<file path="config.mk">
export PLATFORM = sky130hd
export DESIGN_NAME = add_seq
export DESIGN_NICKNAME = d
export VERILOG_FILES = /design/src/rtl/add_seq.sv
export SDC_FILE = /design/constraint.sdc
export NUM_CORES = 1
export LEC_CHECK = 0
export CORE_ASPECT_RATIO = 0.9
export CORE_MARGIN = 1.5
export CORE_UTILIZATION = 50
export CTS_BUF_LIST = sky130_fd_sc_hd__clkbuf_4 sky130_fd_sc_hd__clkbuf_8 sky130_fd_sc_hd__clkbuf_16
export DETAILED_ROUTE_END_ITERATION = 16
export DONT_BUFFER_PORTS = 1
export GPL_TIMING_DRIVEN = 0
export PLACE_DENSITY = 0.76
export SYNTH_ARGS = -nofsm -noshare
export SYNTH_HDL_FRONTEND = slang
export SYNTH_SLANG_ARGS = --single-unit
</file>
<file path="constraint.sdc">
create_clock -name clk -period 5.9 [get_ports clk]
set_input_delay 0.885 -clock clk [delete_from_list [all_inputs] [get_ports clk]]
set_output_delay 0.885 -clock clk [all_outputs]
set_load 0.01 [all_outputs]
</file>
<file path="src/rtl/add_seq.sv">
// add_seq: chunk-serial adder/subtractor.
// A WIDTH-bit add or subtract is spread over N = WIDTH/CHUNK clocks.
// Each clock pushes one CHUNK-bit slice, LSB slice first, through a single
// narrow carry chain. The carry is kept in a register between slices.
// Subtraction is done as A + ~B + ~cin, so the same chain serves both modes.
// out/cout/ovf are updated only when the last slice completes.
module add_seq #(
  parameter int WIDTH = 16,
  parameter int CHUNK = 4
) (
  input  logic             clk,
  input  logic             rst_n,
  input  logic             start,
  input  logic             sub,
  input  logic [WIDTH-1:0] in_0,
  input  logic [WIDTH-1:0] in_1,
  input  logic             cin,
  output logic [WIDTH-1:0] out,
  output logic             cout,
  output logic             ovf,
  output logic             busy,
  output logic             done
);

  localparam int N     = WIDTH / CHUNK;
  localparam int CNT_W = (N > 1) ? $clog2(N) : 1;
  localparam logic [CNT_W-1:0] LAST = CNT_W'(N - 1);

  typedef enum logic {
    IDLE = 1'b0,
    RUN  = 1'b1
  } state_t;

  state_t           state_q, state_d;
  logic [CNT_W-1:0] cnt_q, cnt_d;
  logic [WIDTH-1:0] a_q, a_d;
  logic [WIDTH-1:0] b_q, b_d;
  logic             c_q, c_d;
  logic [WIDTH-1:0] res_q, res_d;
  logic [WIDTH-1:0] out_q, out_d;
  logic             cout_q, cout_d;
  logic             ovf_q, ovf_d;
  logic             busy_q, busy_d;
  logic             done_q, done_d;

  logic [CHUNK-1:0] a_chk;
  logic [CHUNK-1:0] b_chk;
  logic [CHUNK:0]   sum_chk;
  logic             msb_cin;
  logic [WIDTH-1:0] res_ins;

  // Select the current operand slices and merge the new sum slice into the result.
  always_comb begin
    a_chk   = '0;
    b_chk   = '0;
    res_ins = res_q;
    for (int j = 0; j < N; j++) begin
      if (cnt_q == CNT_W'(j)) begin
        a_chk = a_q[j*CHUNK +: CHUNK];
        b_chk = b_q[j*CHUNK +: CHUNK];
        res_ins[j*CHUNK +: CHUNK] = sum_chk[CHUNK-1:0];
      end
    end
  end

  // The shared narrow carry chain. The carry into the slice MSB is recovered
  // from the MSB sum bit. On the last slice this is the carry into the word
  // MSB, which gives the signed-overflow flag.
  always_comb begin
    sum_chk = {1'b0, a_chk} + {1'b0, b_chk} + {{CHUNK{1'b0}}, c_q};
    msb_cin = a_chk[CHUNK-1] ^ b_chk[CHUNK-1] ^ sum_chk[CHUNK-1];
  end

  // Next-state logic for the IDLE/RUN sequencer and its registered outputs.
  always_comb begin
    state_d = state_q;
    cnt_d   = cnt_q;
    a_d     = a_q;
    b_d     = b_q;
    c_d     = c_q;
    res_d   = res_q;
    out_d   = out_q;
    cout_d  = cout_q;
    ovf_d   = ovf_q;
    busy_d  = busy_q;
    done_d  = 1'b0;
    case (state_q)
      IDLE: begin
        if (start) begin
          a_d     = in_0;
          b_d     = sub ? ~in_1 : in_1;
          c_d     = cin ^ sub;
          cnt_d   = '0;
          res_d   = '0;
          busy_d  = 1'b1;
          state_d = RUN;
        end
      end
      RUN: begin
        res_d = res_ins;
        c_d   = sum_chk[CHUNK];
        if (cnt_q == LAST) begin
          out_d   = res_ins;
          cout_d  = sum_chk[CHUNK];
          ovf_d   = msb_cin ^ sum_chk[CHUNK];
          done_d  = 1'b1;
          busy_d  = 1'b0;
          cnt_d   = '0;
          state_d = IDLE;
        end else begin
          cnt_d = cnt_q + CNT_W'(1);
        end
      end
      default: begin
        state_d = IDLE;
        busy_d  = 1'b0;
      end
    endcase
  end

  // All state, with asynchronous clear that aborts any operation in flight.
  always_ff @(posedge clk or negedge rst_n) begin
    if (!rst_n) begin
      state_q <= IDLE;
      cnt_q   <= '0;
      a_q     <= '0;
      b_q     <= '0;
      c_q     <= 1'b0;
      res_q   <= '0;
      out_q   <= '0;
      cout_q  <= 1'b0;
      ovf_q   <= 1'b0;
      busy_q  <= 1'b0;
      done_q  <= 1'b0;
    end else begin
      state_q <= state_d;
      cnt_q   <= cnt_d;
      a_q     <= a_d;
      b_q     <= b_d;
      c_q     <= c_d;
      res_q   <= res_d;
      out_q   <= out_d;
      cout_q  <= cout_d;
      ovf_q   <= ovf_d;
      busy_q  <= busy_d;
      done_q  <= done_d;
    end
  end

  assign out  = out_q;
  assign cout = cout_q;
  assign ovf  = ovf_q;
  assign busy = busy_q;
  assign done = done_q;

endmodule

</file>
# Word level (Yosys, flattened, before mapping)
# Index checks and enable logic that the tools add are counted.
# classes
n_bitwise	6
reduce_logical	4
n_addsub	3
muxes	28
n_eq_ne	5
# op_table
cell	count
4-bit 2-to-1 mux	12
16-bit 2-to-1 mux	2
16-bit one-hot mux with 2 select lines	1
16-bit NOT	1
1-bit 2-to-1 mux	7
1-bit one-hot mux with 2 select lines	3
2-bit AND reduction	3
4-bit by 4-bit adder with 5-bit output	1
5-bit by 1-bit adder with 5-bit output	1
2-bit == test, second input constant	2
2-bit 2-to-1 mux	2
2-bit one-hot mux with 2 select lines	1
1-bit XOR	4
2-bit by 1-bit adder with 2-bit output, second input constant	1
2-bit by 1-bit == test with 1-bit output, second input constant	1
2-bit logical NOT	1
2-bit by 1-bit != test with 1-bit output, second input constant	1
2-bit != test, second input constant	1
1-bit NOT	1
# word_totals
elab_cells	57
regBits	72

# Logic depth before layout (Yosys ltp)
# depth
ltp_word	9
ltp_mapped	14

# Worst setup path after synthesis
# OpenSTA, ideal clock, no wires.
# synth_path
kind	flip-flop to flip-flop
start	register cnt_q[0]
end	register ovf_q (netlist: ovf)
t_arrival_ns	2.630
setup_slack_ns	3.137
setup_time_ns	0.133
path_stages_with_launch	15
cell_sequence	dfrtp_1 inv_1 ha_1 nor2b_1 buf_2 a221oi_1 nor3_1 a21oi_1 fa_1 inv_1 fa_1 a21o_1 a21oi_1 xor2_1 o21ai_0
# synth_via
elab_chain_cells	9
# synth_rtl
element	line_no	source
start: declaration	35	logic [CNT_W-1:0] cnt_q, cnt_d;
start signal: assignment	137	cnt_q <= cnt_d;
2-bit logical NOT	58	if (cnt_q == CNT_W'(j)) begin
4-bit 2-to-1 mux (4 in a row)	58	
4-bit by 4-bit adder with 5-bit output	70	sum_chk = {1'b0, a_chk} + {1'b0, b_chk} + {{CHUNK{1'b0}}, c_q};
5-bit by 1-bit adder with 5-bit output	70	
1-bit XOR	71	msb_cin = a_chk[CHUNK-1] ^ b_chk[CHUNK-1] ^ sum_chk[CHUNK-1];
1-bit XOR	105	ovf_d = msb_cin ^ sum_chk[CHUNK];
end signal: assignment	144	ovf_q <= ovf_d;
end: declaration	42	logic ovf_q, ovf_d;
# Parallel ways exist; a longest one is shown, timed or not.
# A chain may end at the register's enable or synchronous reset.

# Final worst setup path
# Ends and elaborated chain as after synthesis.

==> key figures <==
Status
  – Outcome: finished, final reports clean

Global routing
  – Largest net degree at the start of global routing: 69
  – Global-route usage over all layers: 21.5%
  – Initial antenna violation count: 0
  – First-pass GRT wire length: 11.3 mm
  – Vias in the first global route: 2217
  – Gr ovfl total: 0

Synthesis
  – Post-synth EDFFs: 0
  – Synth Net Count: 351
  – Area leader, netlist: dfrtp_1
  – Ys async rst share: 100%
  – Yosys warns: 0
  – Ys flop type: dfrtp_1
  – Largest cells by area after synthesis: dfrtp_1, o21ai_0, nand2_1
  – Syn avg cell area: 10.6 um2
  – Most instantiated library cell after synthesis: dfrtp_1
  – Top cells by count, synth: dfrtp_1, nand2_1, o21ai_0
  – Mapped Cells: 305
  – Synth Register Bits: 68
  – Post-Synthesis Cell Area: 3230 um2
  – Post-synth top area share: 52.7%
  – Sequential element share of the synthesized area: 52.7%
  – Synth unique cells: 32

Power
  – Clk pwr share: 17.2%
  – Net switching power: 0.982 mW
  – Power consumption: 2.34 mW
  – Pwr/cell area: 659 nW/um2
  – Gate power share: 47.7%
  – P_leak: 1.58 nW
  – Cell Int Power: 1.35 mW
  – Max VDD drop: 0.000269 V
  – Sw frac: 42.0%
  – Sequential power share: 35.0%

Detailed routing
  – Via density: 5.48
  – Antenna-violating nets left: 0
  – Wire per inst: 16.1 um
  – Detailed-route DRC error count: 0
  – Routed vias: 2237
  – Initial DRC count: 206
  – DRT Wirelength: 6.59 mm
  – DRT Pass-1 Iters: 4

Place
  – Placed Cells: 392
  – IO Port Bufs: 0
  – Routability cong.: 0.800
  – Post-DP HPWL: 4.71 mm
  – Post-Place Setup Slack: 2.59 ns

CTS
  – Hold Buf Count CTS: 0
  – H-tree depth: 3
  – CTS max path bufs: 2
  – Clk pin slew, worst setup/hold paths: 0.08 ns
  – Setup Fix Bufs, Post-CTS: 0
  – CTS tree: built
  – Clk root buf: clkbuf_8
  – Clk Latency, worst-skew pair: 0.35 ns
  – CTS Buf Count: 9
  – Post-cts resize count: 0
  – Clk sinks: 68

Setup path
  – Levels on crit path: 14
  – Worst r2r src: cnt_q[0]
  – WS Path Type: reg -> reg
  – CP endpoint kind: flop
  – CP max FO: 7
  – Setup crit start: cnt_q[0]
  – Crit path required time: 6.12 ns
  – Delay-heaviest family, CP: compound AO/OA/AOI/OAI gates
  – Worst path arrival time: 3.53 ns
  – Slowest cell delay on critical path: 0.43 ns
  – Worst path bufs/invs: 3
  – Worst R2R Path Depth: 14
  – Crit start category: flop
  – Critical path's slowest cell: fa_1
  – CP Cell Sequence: inv_1 -> ha_1 -> nor2b_1 -> buf_2 -> a221oi_1 -> nor3_1 -> a21oi_1 -> fa_1 -> inv_1 -> fa_1 -> a21o_1 -> a21oi_1 -> xor2_1 -> o21ai_0

STA
  – Max-slew headroom: 63.7%
  – Setup ws final: 2.59 ns
  – Final setup fails: 0
  – Clock period minus worst slack: 3.31 ns
  – RSZ-0062 raised after global routing: false
  – Worst slew pin tran: 0.540 ns
  – Max Slew Vio Count: 0
  – Max Freq: 302 MHz
  – Post-route clock period utilization: 56.1%
  – TNS Setup: 0 ns
  – Setup Skew: 0.00779 ns
  – Final Hold Vio Count: 0

Floorplan
  – Core Rows: 27
  – Die height: 79.3 um
  – Core area: 6180 um2
  – Chip width: 87.7 um
  – Initial Util: 52.3%
  – Num ports: 57
  – Die area: 6950 um2

Flow run
  – Max Cap Viol: 0

Final layout
  – Fraction of layout cells with a size suffix above 1: 16.5%
  – Multi-input gate area: 1390 um2
  – Register Area: 1700 um2
  – Filler cells: 545
  – Layout area overhead: 9.76%
  – Finished Layout Cells: 408
  – Final net count: 362
  – Antenna Diode Count: 0

Hold path
  – Worst min-delay path category: in -> async
==> flip-flops by register name, summed over array words and instances (netlist names) <==
signal	cells
a_q	16
b_q	16
busy	1
c_q	1
cnt_q	2
cout	1
done	1
out	16
ovf	1
res_q	12
state_q	1
==> cell usage in the layout, fill, tap and decap left out <==
cell type,netlist,final
clkinvlp_4,0,1
xor2_1,2,2
nor2_1,6,6
xnor2_2,1,1
o31ai_1,5,5
ha_1,7,7
nor3_1,2,2
mux2i_1,6,6
buf_2,12,12
o21ai_0,45,45
clkbuf_8,0,11
mux2_2,15,15
a21o_1,2,2
nand2_2,2,2
bufinv_16,0,1
buf_6,1,1
buf_4,2,2
fa_1,2,2
dfrtp_1,68,68
a221oi_1,7,7
mux2_1,1,1
clkbuf_4,0,1
nand3b_1,2,2
inv_1,6,6
or2_2,2,2
or2_1,1,1
clkinv_2,0,2
nor3b_1,3,3
a22o_1,4,4
xnor2_1,18,18
nand2_1,51,51
clkbuf_1,5,5
inv_2,2,2
a32o_1,6,6
o211ai_1,1,1
a21oi_1,10,10
nor2b_1,8,8
==> final cells by class <==
cell class                 count  share of cell area, %
buffer                        20                   2.96
multi-input combinational    209                   39.3
clock inverter                 4                   1.34
clock buffer                  12                   4.48
inverter                       8                  0.847
tap                           87                   3.07
sequential                    68                   48.0
==> final timing paths <==
path	to	slack [ns]
max	ovf	2.59
min	out[1]	0.22
max reg2reg	ovf	2.59
min reg2reg	b_q[0]	0.48
max in group asynchronous	a_q[9]	5.57
min in group clk	b_q[0]	0.48
==> power by group through the flow <==
stage	registers (mW)	clock network, mW	logic (mW)
floorplan	0.790	0	0.866
global placement	0.818	0	1.08
detailed placement	0.827	0	1.12
CTS	0.821	0.408	1.12
global route	0.846	0.432	1.26
finish	0.818	0.402	1.12
==> metrics by stage <==
step                util (%)  instance area [um2]  hold slack, ns
CTS                     57.4                 3550           0.208
global placement        54.0                 3340           0.463
finish                  57.4                 3550           0.224
floorplan                  -                 3230           0.450
detailed placement      54.0                 3340           0.471
global route            57.4                 3550           0.198
==> cell families (layout without fill, tap and decap cells) <==
family | count (synthesis) | in the layout | share of synthesized area, %
buffers and inverters | 28 | 44 | 4.18
DFF | 68 | 68 | 52.7
adders and majority gates | 9 | 9 | 3.95
and+or+nand+nor | 77 | 77 | 10.6
AOI/OAI and AO/OA | 80 | 80 | 15.2
muxes | 22 | 22 | 7.44
xor gates and xnor gates | 21 | 21 | 5.93
==> metal layers <==
layer	up-vias	part of all wire, %	routed length, um	GRT usage (%)
met5	-	0	0	0
met4	0	1.5	102	6.67
met3	9	5.4	353	7.17
met2	58	47	3070	31.5
met1	1098	46	3060	30.1
li1	1072	-	-	-
No activity file was read; power rests on OpenSTA's default activity.
